$ cat src/rtl/ram_burst_ctrl.sv
// Burst sequencer in front of a single-port RAM.
// One command per burst; owns the RAM valid/ready handshake.
module ram_burst_ctrl #(
  parameter int MEM_DEPTH  = 128,
  parameter int ADDR_WIDTH = $clog2(MEM_DEPTH),
  parameter int DATA_WIDTH = 8,
  parameter int LEN_WIDTH  = 4
) (
  input  logic                  clk_i,
  input  logic                  rst_ni,
  input  logic                  cmd_valid_i,
  output logic                  cmd_ready_o,
  input  logic                  cmd_wr_i,
  input  logic [ADDR_WIDTH-1:0] cmd_addr_i,
  input  logic [LEN_WIDTH-1:0]  cmd_len_i,
  input  logic                  wdata_valid_i,
  output logic                  wdata_ready_o,
  input  logic [DATA_WIDTH-1:0] wdata_i,
  output logic                  rdata_valid_o,
  output logic [DATA_WIDTH-1:0] rdata_o,
  output logic                  rdata_last_o,
  output logic                  done_o,
  output logic                  ram_valid_o,
  input  logic                  ram_ready_i,
  output logic                  ram_wr_en_o,
  output logic                  ram_rd_en_o,
  output logic [ADDR_WIDTH-1:0] ram_addr_o,
  output logic [DATA_WIDTH-1:0] ram_wr_data_o,
  input  logic [DATA_WIDTH-1:0] ram_rd_data_i
);

  localparam int CW = LEN_WIDTH + 1;

  typedef enum logic [1:0] {
    IDLE,
    ARM,
    XFER,
    RELEASE
  } state_t;

  state_t                state_q, state_d;
  logic                  wr_q;
  logic [ADDR_WIDTH-1:0] addr_q;
  logic [CW-1:0]         cnt_q;
  logic                  done_q;
  logic                  rv1_q, rl1_q;
  logic                  accept, issue, last;

  assign accept = cmd_valid_i & (state_q == IDLE);
  assign issue  = (state_q == XFER) & ram_ready_i
                & (~wr_q | wdata_valid_i);
  assign last   = (cnt_q == CW'(1));

  assign done_o        = done_q;
  assign ram_addr_o    = addr_q;
  assign ram_wr_data_o = wdata_i;

  always_comb begin
    state_d       = state_q;
    cmd_ready_o   = 1'b0;
    wdata_ready_o = 1'b0;
    ram_valid_o   = 1'b0;
    ram_wr_en_o   = 1'b0;
    ram_rd_en_o   = 1'b0;
    unique case (state_q)
      IDLE: begin
        cmd_ready_o = 1'b1;
        if (cmd_valid_i) state_d = ARM;
      end
      ARM: begin
        ram_valid_o = 1'b1;
        if (ram_ready_i) state_d = XFER;
      end
      XFER: begin
        ram_valid_o   = 1'b1;
        wdata_ready_o = wr_q & ram_ready_i;
        ram_wr_en_o   = wr_q & wdata_valid_i & ram_ready_i;
        ram_rd_en_o   = ~wr_q & ram_ready_i;
        if (issue && last) state_d = RELEASE;
      end
      RELEASE: begin
        if (!ram_ready_i) state_d = IDLE;
      end
      default: state_d = IDLE;
    endcase
  end

  always_ff @(posedge clk_i or negedge rst_ni) begin
    if (!rst_ni) begin
      state_q       <= IDLE;
      wr_q          <= 1'b0;
      addr_q        <= '0;
      cnt_q         <= '0;
      done_q        <= 1'b0;
      rv1_q         <= 1'b0;
      rl1_q         <= 1'b0;
      rdata_valid_o <= 1'b0;
      rdata_last_o  <= 1'b0;
      rdata_o       <= '0;
    end else begin
      state_q <= state_d;
      done_q  <= (state_q == RELEASE) & ~ram_ready_i;
      if (accept) begin
        wr_q   <= cmd_wr_i;
        addr_q <= cmd_addr_i;
        cnt_q  <= {1'b0, cmd_len_i} + CW'(1);
      end else if (issue) begin
        addr_q <= addr_q + ADDR_WIDTH'(1);
        cnt_q  <= cnt_q - CW'(1);
      end
      // RAM data lands one cycle after issue; register it once more
      rv1_q         <= issue & ~wr_q;
      rl1_q         <= issue & ~wr_q & last;
      rdata_valid_o <= rv1_q;
      rdata_last_o  <= rl1_q;
      if (rv1_q) rdata_o <= ram_rd_data_i;
    end
  end

endmodule

$ cat config.mk
export PLATFORM = sky130hd
export DESIGN_NAME = ram_burst_ctrl
export DESIGN_NICKNAME = d
export VERILOG_FILES = /design/src/rtl/ram_burst_ctrl.sv
export SDC_FILE = /design/constraint.sdc
export NUM_CORES = 1
export LEC_CHECK = 0
export CAP_MARGIN = 15
export CORE_ASPECT_RATIO = 1.5
export CORE_MARGIN = 2
export CORE_UTILIZATION = 37
export CTS_CLUSTER_DIAMETER = 50
export DETAILED_ROUTE_END_ITERATION = 10
export GPL_TIMING_DRIVEN = 0
export PLACE_DENSITY = 0.72
export SLEW_MARGIN = 20
export SYNTH_ARGS = -nofsm -noshare
export SYNTH_HDL_FRONTEND = slang
export SYNTH_SLANG_ARGS = --single-unit
$ cat constraint.sdc
create_clock -name clk_i -period 1.9 [get_ports clk_i]
set_input_delay 0.285 -clock clk_i [delete_from_list [all_inputs] [get_ports clk_i]]
set_output_delay 0.285 -clock clk_i [all_outputs]
set_load 0.01 [all_outputs]
==> results of run 1 <==
flip-flops by register name, indices dropped and copies added (netlist names):
name           flops
rv1_q              1
state_q            2
rdata_last_o       1
rl1_q              1
wr_q               1
rdata_o            8
rdata_valid_o      1
ram_addr_o         7
done_o             1
cnt_q              5
through the flow:
stage | instances | setup WS (ns) | instance area, um^2 | setup TNS, ns
6_report | 240 | 0.0310 | 2170 | 0
5_1_grt | 240 | -0.0124 | 2170 | -0.0124
4_1_cts | 240 | 0.00712 | 2160 | 0
3_5_place_dp | 232 | -0.0970 | 2050 | -0.248
3_3_place_gp | 232 | -0.0944 | 2060 | -0.202
2_1_floorplan | 134 | 0.103 | 1450 | 0
cell families (layout without fill, tap and decap cells):
| group | after synthesis | count (layout) | synth area share |
|---|---|---|---|
| AO/OA/AOI/OAI | 16 | 16 | 0.0645 |
| XOR/XNOR | 12 | 12 | 0.0723 |
| adder cells (fa/ha/maj) | 9 | 9 | 0.0775 |
| buffers and inverters | 15 | 78 | 0.0594 |
| flip-flops | 28 | 28 | 0.482 |
| multiplexers | 13 | 13 | 0.0981 |
| AND/OR/NAND/NOR | 41 | 41 | 0.146 |
layer usage:
layer | global-route usage | wire (um)
met1 | 0.144 | 1150
met3 | 0.0257 | 271
met2 | 0.307 | 1850
met5 | 0 | 0
met4 | 0.0927 | 51
worst paths after layout:
path,start,end,cells after the start
worst min-delay path,rst_ni,done_o,1
max in group asynchronous,rst_ni,cnt_q[2],1
worst max-delay path,cnt_q[1],state_q[1],6
min in group clk_i,rl1_q,rdata_last_o,0
worst max register to register,cnt_q[1],state_q[1],6
worst min register to register,rl1_q,rdata_last_o,0
where the power goes:
group	internal [W]	switching, W	total, W
Clock	0.000186	0.000179	0.000365
Combinational	0.000934	0.000704	0.00164
Sequential	0.000866	0.000224	0.00109
synthesized netlist by cell type (3+ instances only):
cell and n:
a21oi_1 9, and2_1 3, buf_4 8, dfrtp_1 28
ha_1 9, inv_1 5, mux2_2 9, mux2i_1 3
nand2_1 4, nand3_1 8, nor2_1 12, nor3_1 4
o21ai_0 4, xnor2_1 7, xor2_1 5
layout make-up:
class	count	area (um^2)
Fill cell	323	1550
Sequential cell	28	701
Multi-Input combinational cell	91	694
Timing Repair Buffer	59	578
Buffer	10	67.6
Clock buffer	4	55.1
Tap cell	43	53.8
Inverter	5	18.8
what timing repair did:
item                                    in CTS  in global routing
resized for setup                            8                  5
buffers inserted                             4                  0
endpoints found under the setup margin       5                  4
pin swaps                                    1                  0
==> results.py, run 1 <==
metrics = {
    "cts": {
        "cts_root_buffer": "clkbuf_8",
        "clk_pin_slew_ns": 0.09,
        "cts_tree": "yes",
        "clock_latency_ns": 0.27,
        "htreeDepth": 1,
        "clock-sinks": 28,
        "cts_hold_buf": 0,
        "cts_buffer_depth": 2,
        "cts_buffers": 3,
    },
    "drt": {
        "routedWlPerCell_um": 13.9,
        "postRouteAntennaNets": 0,
        "drc": 0,
        "drt_pass1_iterations": 4,
        "drt_iter0_markers": 14,
        "wl_um": 3330,
        "via_count": 1169,
        "avgViaCountPerCell": 4.87,
    },
    "placement": {
        "dp_hpwl_um": 2570,
        "gp_congestion": 0.798,
        "numPortBuffers": 55,
    },
    "cells_and_area": {
        "fin_nets": 240,
        "syn2layout_area_growth_pct": 49.1,
        "utilization": 0.584,
        "layout-drive-gt1-share": 0.178,
        "most-common-layout-cells": "clkdlybuf4s50_1 (49), dfrtp_1 (28), nor2_1 (12), buf_4 (12)",
        "antenna_cells": 0,
        "layout_commonest_cell": "clkdlybuf4s50_1",
    },
    "worst_setup_path": {
        "crit_required_ns": 2.07,
        "rrSetupSlack_ns": 0.03,
        "critPathMaxStageDelay_ns": 0.48,
        "cpLargestDelayFamily": "simple AND/OR/NAND/NOR gates",
        "crit_slowest_cell": "or4b_4",
        "worst-path-buf-inv": 1,
        "crit_arrival_ns": 2.04,
        "crit_chain": "inv_2 -> ha_1 -> or4b_4 -> o31ai_4 -> and2b_1 -> mux2_4",
        "critical_path.max_fanout": 2,
        "crit_type": "reg -> reg",
        "critical_path.startpoint_type": "register",
        "endpoint_kind": "register",
    },
    "floorplan": {
        "io_pins": 64,
        "initial_core_util": 0.391,
        "core-area_mm2": 0.00372,
        "dieArea_mm2": 0.00446,
        "fp.dieH_um": 80.8,
        "die_x_um": 55.2,
        "rows": 27,
    },
    "yosys": {
        "synth_seq_cells": 28,
        "synth-edff-count": 0,
        "avgSynthCellArea_um2": 10.8,
        "synth_cell_type_count": 29,
        "synth_top_cell_by_area": "dfrtp_1",
        "synth_area_leaders": "dfrtp_1 (48%), ha_1 (7.7%), mux2_2 (7.0%)",
        "async_flop_share": 1.00,
        "netlist_instances": 134,
        "synthFlopType": "dfrtp_1",
        "syn-cell-area_mm2": 0.00145,
        "seq_area_frac_synth": 0.482,
        "syn_nets": 176,
        "yosysWarnings": 0,
        "yosysTopAreaCellShare": 0.482,
    },
    "timing": {
        "hold_ws_ns": 0.0127,
        "finalCritPeriodShare": 0.984,
        "relSlewSlack": 0.591,
        "setup_viol": 0,
        "skew_ns": 0.00120,
        "fmax_ghz": 0.535,
        "fin_crit_ns": 1.87,
        "hold_viol": 0,
        "rsz0062_at_grt": "yes",
        "tightestPinTransition_ns": 0.613,
        "drv_slew": 0,
    },
    "min_path": {
        "hp-class": "in -> async",
    },
    "global_route": {
        "grt_max_degree": 29,
        "grt_usage": 0.159,
        "grt_pass1_vias": 1247,
        "grt_pass1_wl_um": 5120,
        "grt_overflow": 0,
        "grt_antenna_before_repair": 0,
    },
    "power": {
        "p_per_area_mw_per_mm2": 1430,
        "total_power_w": 0.00309,
        "ir_worst_vdd_mv": 0.658,
        "p_leak_nw": 0.947,
    },
    "run": {
        "cap_viol_max_count": 0,
    },
    "outcome": {
        "status": "finished, final reports clean",
    },
}
Note: power is estimated with default switching activity, not from simulation.
==> run 2, diff against run 1 <==
Settings changed: CORE_UTILIZATION 37 to 40, PLACE_DENSITY 0.72 to 0.74.
Clock period 1.9 ns to 2.2 ns, I/O delays scaled along.
==> run 2 against run 1 <==
Critical path type is now reg -> out. Die area decreased by 7.0%. Sequential share of layout area increased by 0.74 points. Count of clock-buffer cells in the layout stayed put. Critical endpoint is now ram_rd_en_o. Register-to-register slack gained 0.18 ns. Final area decreased by 2.1%. Clock skew is 0.0035 ns higher. Largest power group unchanged. Global-route usage is 1.1 points higher. Sequential cell count unchanged.
==> results.py, run 2 (synthesized netlist as in run 1, its figures left out) <==
metrics = {
    "cells_and_area": {
        "regMostFlops": "rdata_o",
        "fin_area_mm2": 0.00212,
        "layout_commonest_cell": "clkdlybuf4s50_1",
        "fin_nets": 236,
        "n_fill_cell": 308,
        "most-common-layout-cells": "clkdlybuf4s50_1 (53), dfrtp_1 (27), nor2_1 (12)",
        "final_cells": 235,
        "antenna_cells": 0,
        "largest_reg_flops": 8,
        "syn2layout_area_growth_pct": 46.0,
        "layout-drive-gt1-share": 0.150,
    },
    "worst_setup_path": {
        "critPathMaxStageDelay_ns": 0.54,
        "crit_required_ns": 1.87,
        "crit_chain": "inv_2 -> ha_4 -> nand2_2 -> nor2_1 -> clkdlybuf4s50_1",
        "critical_path.max_fanout": 9,
        "worst-path-buf-inv": 2,
        "cpLargestDelayFamily": "buffers and inverters",
        "crit_slowest_cell": "clkdlybuf4s50_1",
        "crit_type": "reg -> out",
        "endpoint_kind": "output pin",
        "critical_path.startpoint_type": "register",
        "crit_arrival_ns": 1.77,
    },
    "timing": {
        "finalCritPeriodShare": 0.956,
        "skew_ns": 0.00469,
        "drv_slew": 0,
        "tightestPinTransition_ns": 0.609,
        "hold_viol": 0,
        "hold_ws_ns": 0.0534,
        "fin_crit_ns": 2.10,
        "setup_viol": 0,
        "fmax_ghz": 0.475,
        "finalSetupTns_ns": 0,
        "relSlewSlack": 0.594,
        "worst_slack_ns": 0.0963,
        "rsz0062_at_grt": "no",
    },
    "power": {
        "p_per_area_mw_per_mm2": 1210,
        "p_leak_nw": 0.910,
        "ir_worst_vdd_mv": 0.564,
    },
    "drt": {
        "drt_pass1_iterations": 4,
        "wl_um": 3200,
        "drc": 0,
        "avgViaCountPerCell": 5.01,
        "routedWlPerCell_um": 13.6,
        "drt_iter0_markers": 10,
        "postRouteAntennaNets": 0,
        "via_count": 1177,
    },
    "cts": {
        "clk_pin_slew_ns": 0.09,
        "clock-sinks": 28,
        "post_cts_buffers": 0,
        "cts_buffer_depth": 2,
        "cts_root_buffer": "clkbuf_8",
        "cts_tree": "yes",
        "cts_buffers": 3,
        "htreeDepth": 1,
        "clock_latency_ns": 0.27,
    },
    "placement": {
        "dp_hpwl_um": 2640,
        "numPortBuffers": 55,
        "gp_congestion": 0.788,
        "dp.cells": 231,
        "place_ws_ns": 0.102,
        "postPlaceCellArea_mm2": 0.00205,
    },
    "outcome": {
        "status": "finished, final reports clean",
    },
    "floorplan": {
        "dieArea_mm2": 0.00414,
        "initial_core_util": 0.422,
        "rows": 26,
        "die_x_um": 53.2,
        "core-area_mm2": 0.00345,
        "fp.dieH_um": 77.8,
        "io_pins": 64,
    },
    "global_route": {
        "grt_max_degree": 29,
        "grt_pass1_vias": 1198,
        "grt_overflow": 0,
        "grt_pass1_wl_um": 5300,
        "grt_usage": 0.170,
        "grt_antenna_before_repair": 0,
    },
    "min_path": {
        "hp-class": "in -> async",
    },
    "run": {
        "cap_viol_max_count": 0,
    },
}
## run 2: worst register-to-register path, cell delays in order (launching register included)
cell and delay, ns:
dfrtp_1 0.41, inv_1 0.09, ha_1 0.15, or4b_4 0.46, o31ai_2 0.26, and2b_1 0.19
mux2_1 0.32
## run 2: final timing paths
kind | startpoint | to | slack, ns | cells past startpoint
max | state_q[0] | ram_rd_en_o | 0.1 | 5
min | rst_ni | done_o | 0.05 | 1
max reg2reg | cnt_q[1] | state_q[1] | 0.21 | 6
min reg2reg | rl1_q | rdata_last_o | 0.36 | 0
max in group asynchronous | rst_ni | state_q[0] | 1.72 | 1
min in group clk_i | rl1_q | rdata_last_o | 0.36 | 0
## run 2: repair_timing
item | CTS | global route
setup endpoints to repair | 2 | 1
pin swaps | 0 | 0
resized for setup | 3 | 2
hold buffers | 0 | 0
## run 2: layer usage
| metal | global-route usage | up-vias | share of wire |
|---|---|---|---|
| met5 | 0 | - | 0 |
| met2 | 0.306 | 46 | 0.55 |
| met3 | 0.0173 | 6 | 0.064 |
| li1 | - | 566 | - |
| met4 | 0.0846 | 0 | 0.021 |
| met1 | 0.188 | 559 | 0.36 |
## run 2: final cells by class
class,count,area (um^2),area share
multi-input combinational,91,679,0.320
inverter,5,18.8,0.00884
clock buffer,4,55.1,0.0259
buffer,10,67.6,0.0318
sequential,28,702,0.331
tap,42,52.6,0.0247
timing repair buffer,55,548,0.258
## run 2: power by group
group | internal [W] | switching (W) | total [W] | leakage (nW)
sequential | 0.000749 | 0.000197 | 0.000946 | 0.335
clock | 0.000160 | 0.000156 | 0.000316 | 0.0288
combinational | 0.000739 | 0.000560 | 0.00130 | 0.545
total | 0.00165 | 0.000913 | 0.00256 | 0.910
## run 2: per-stage QoR
stage	utilization	total power (W)
after global placement	0.597	0.00217
after global routing	0.616	0.00277
after CTS	0.615	0.00259
after floorplan	-	0.00164
after detailed placement	0.595	0.00225
final	0.616	0.00256
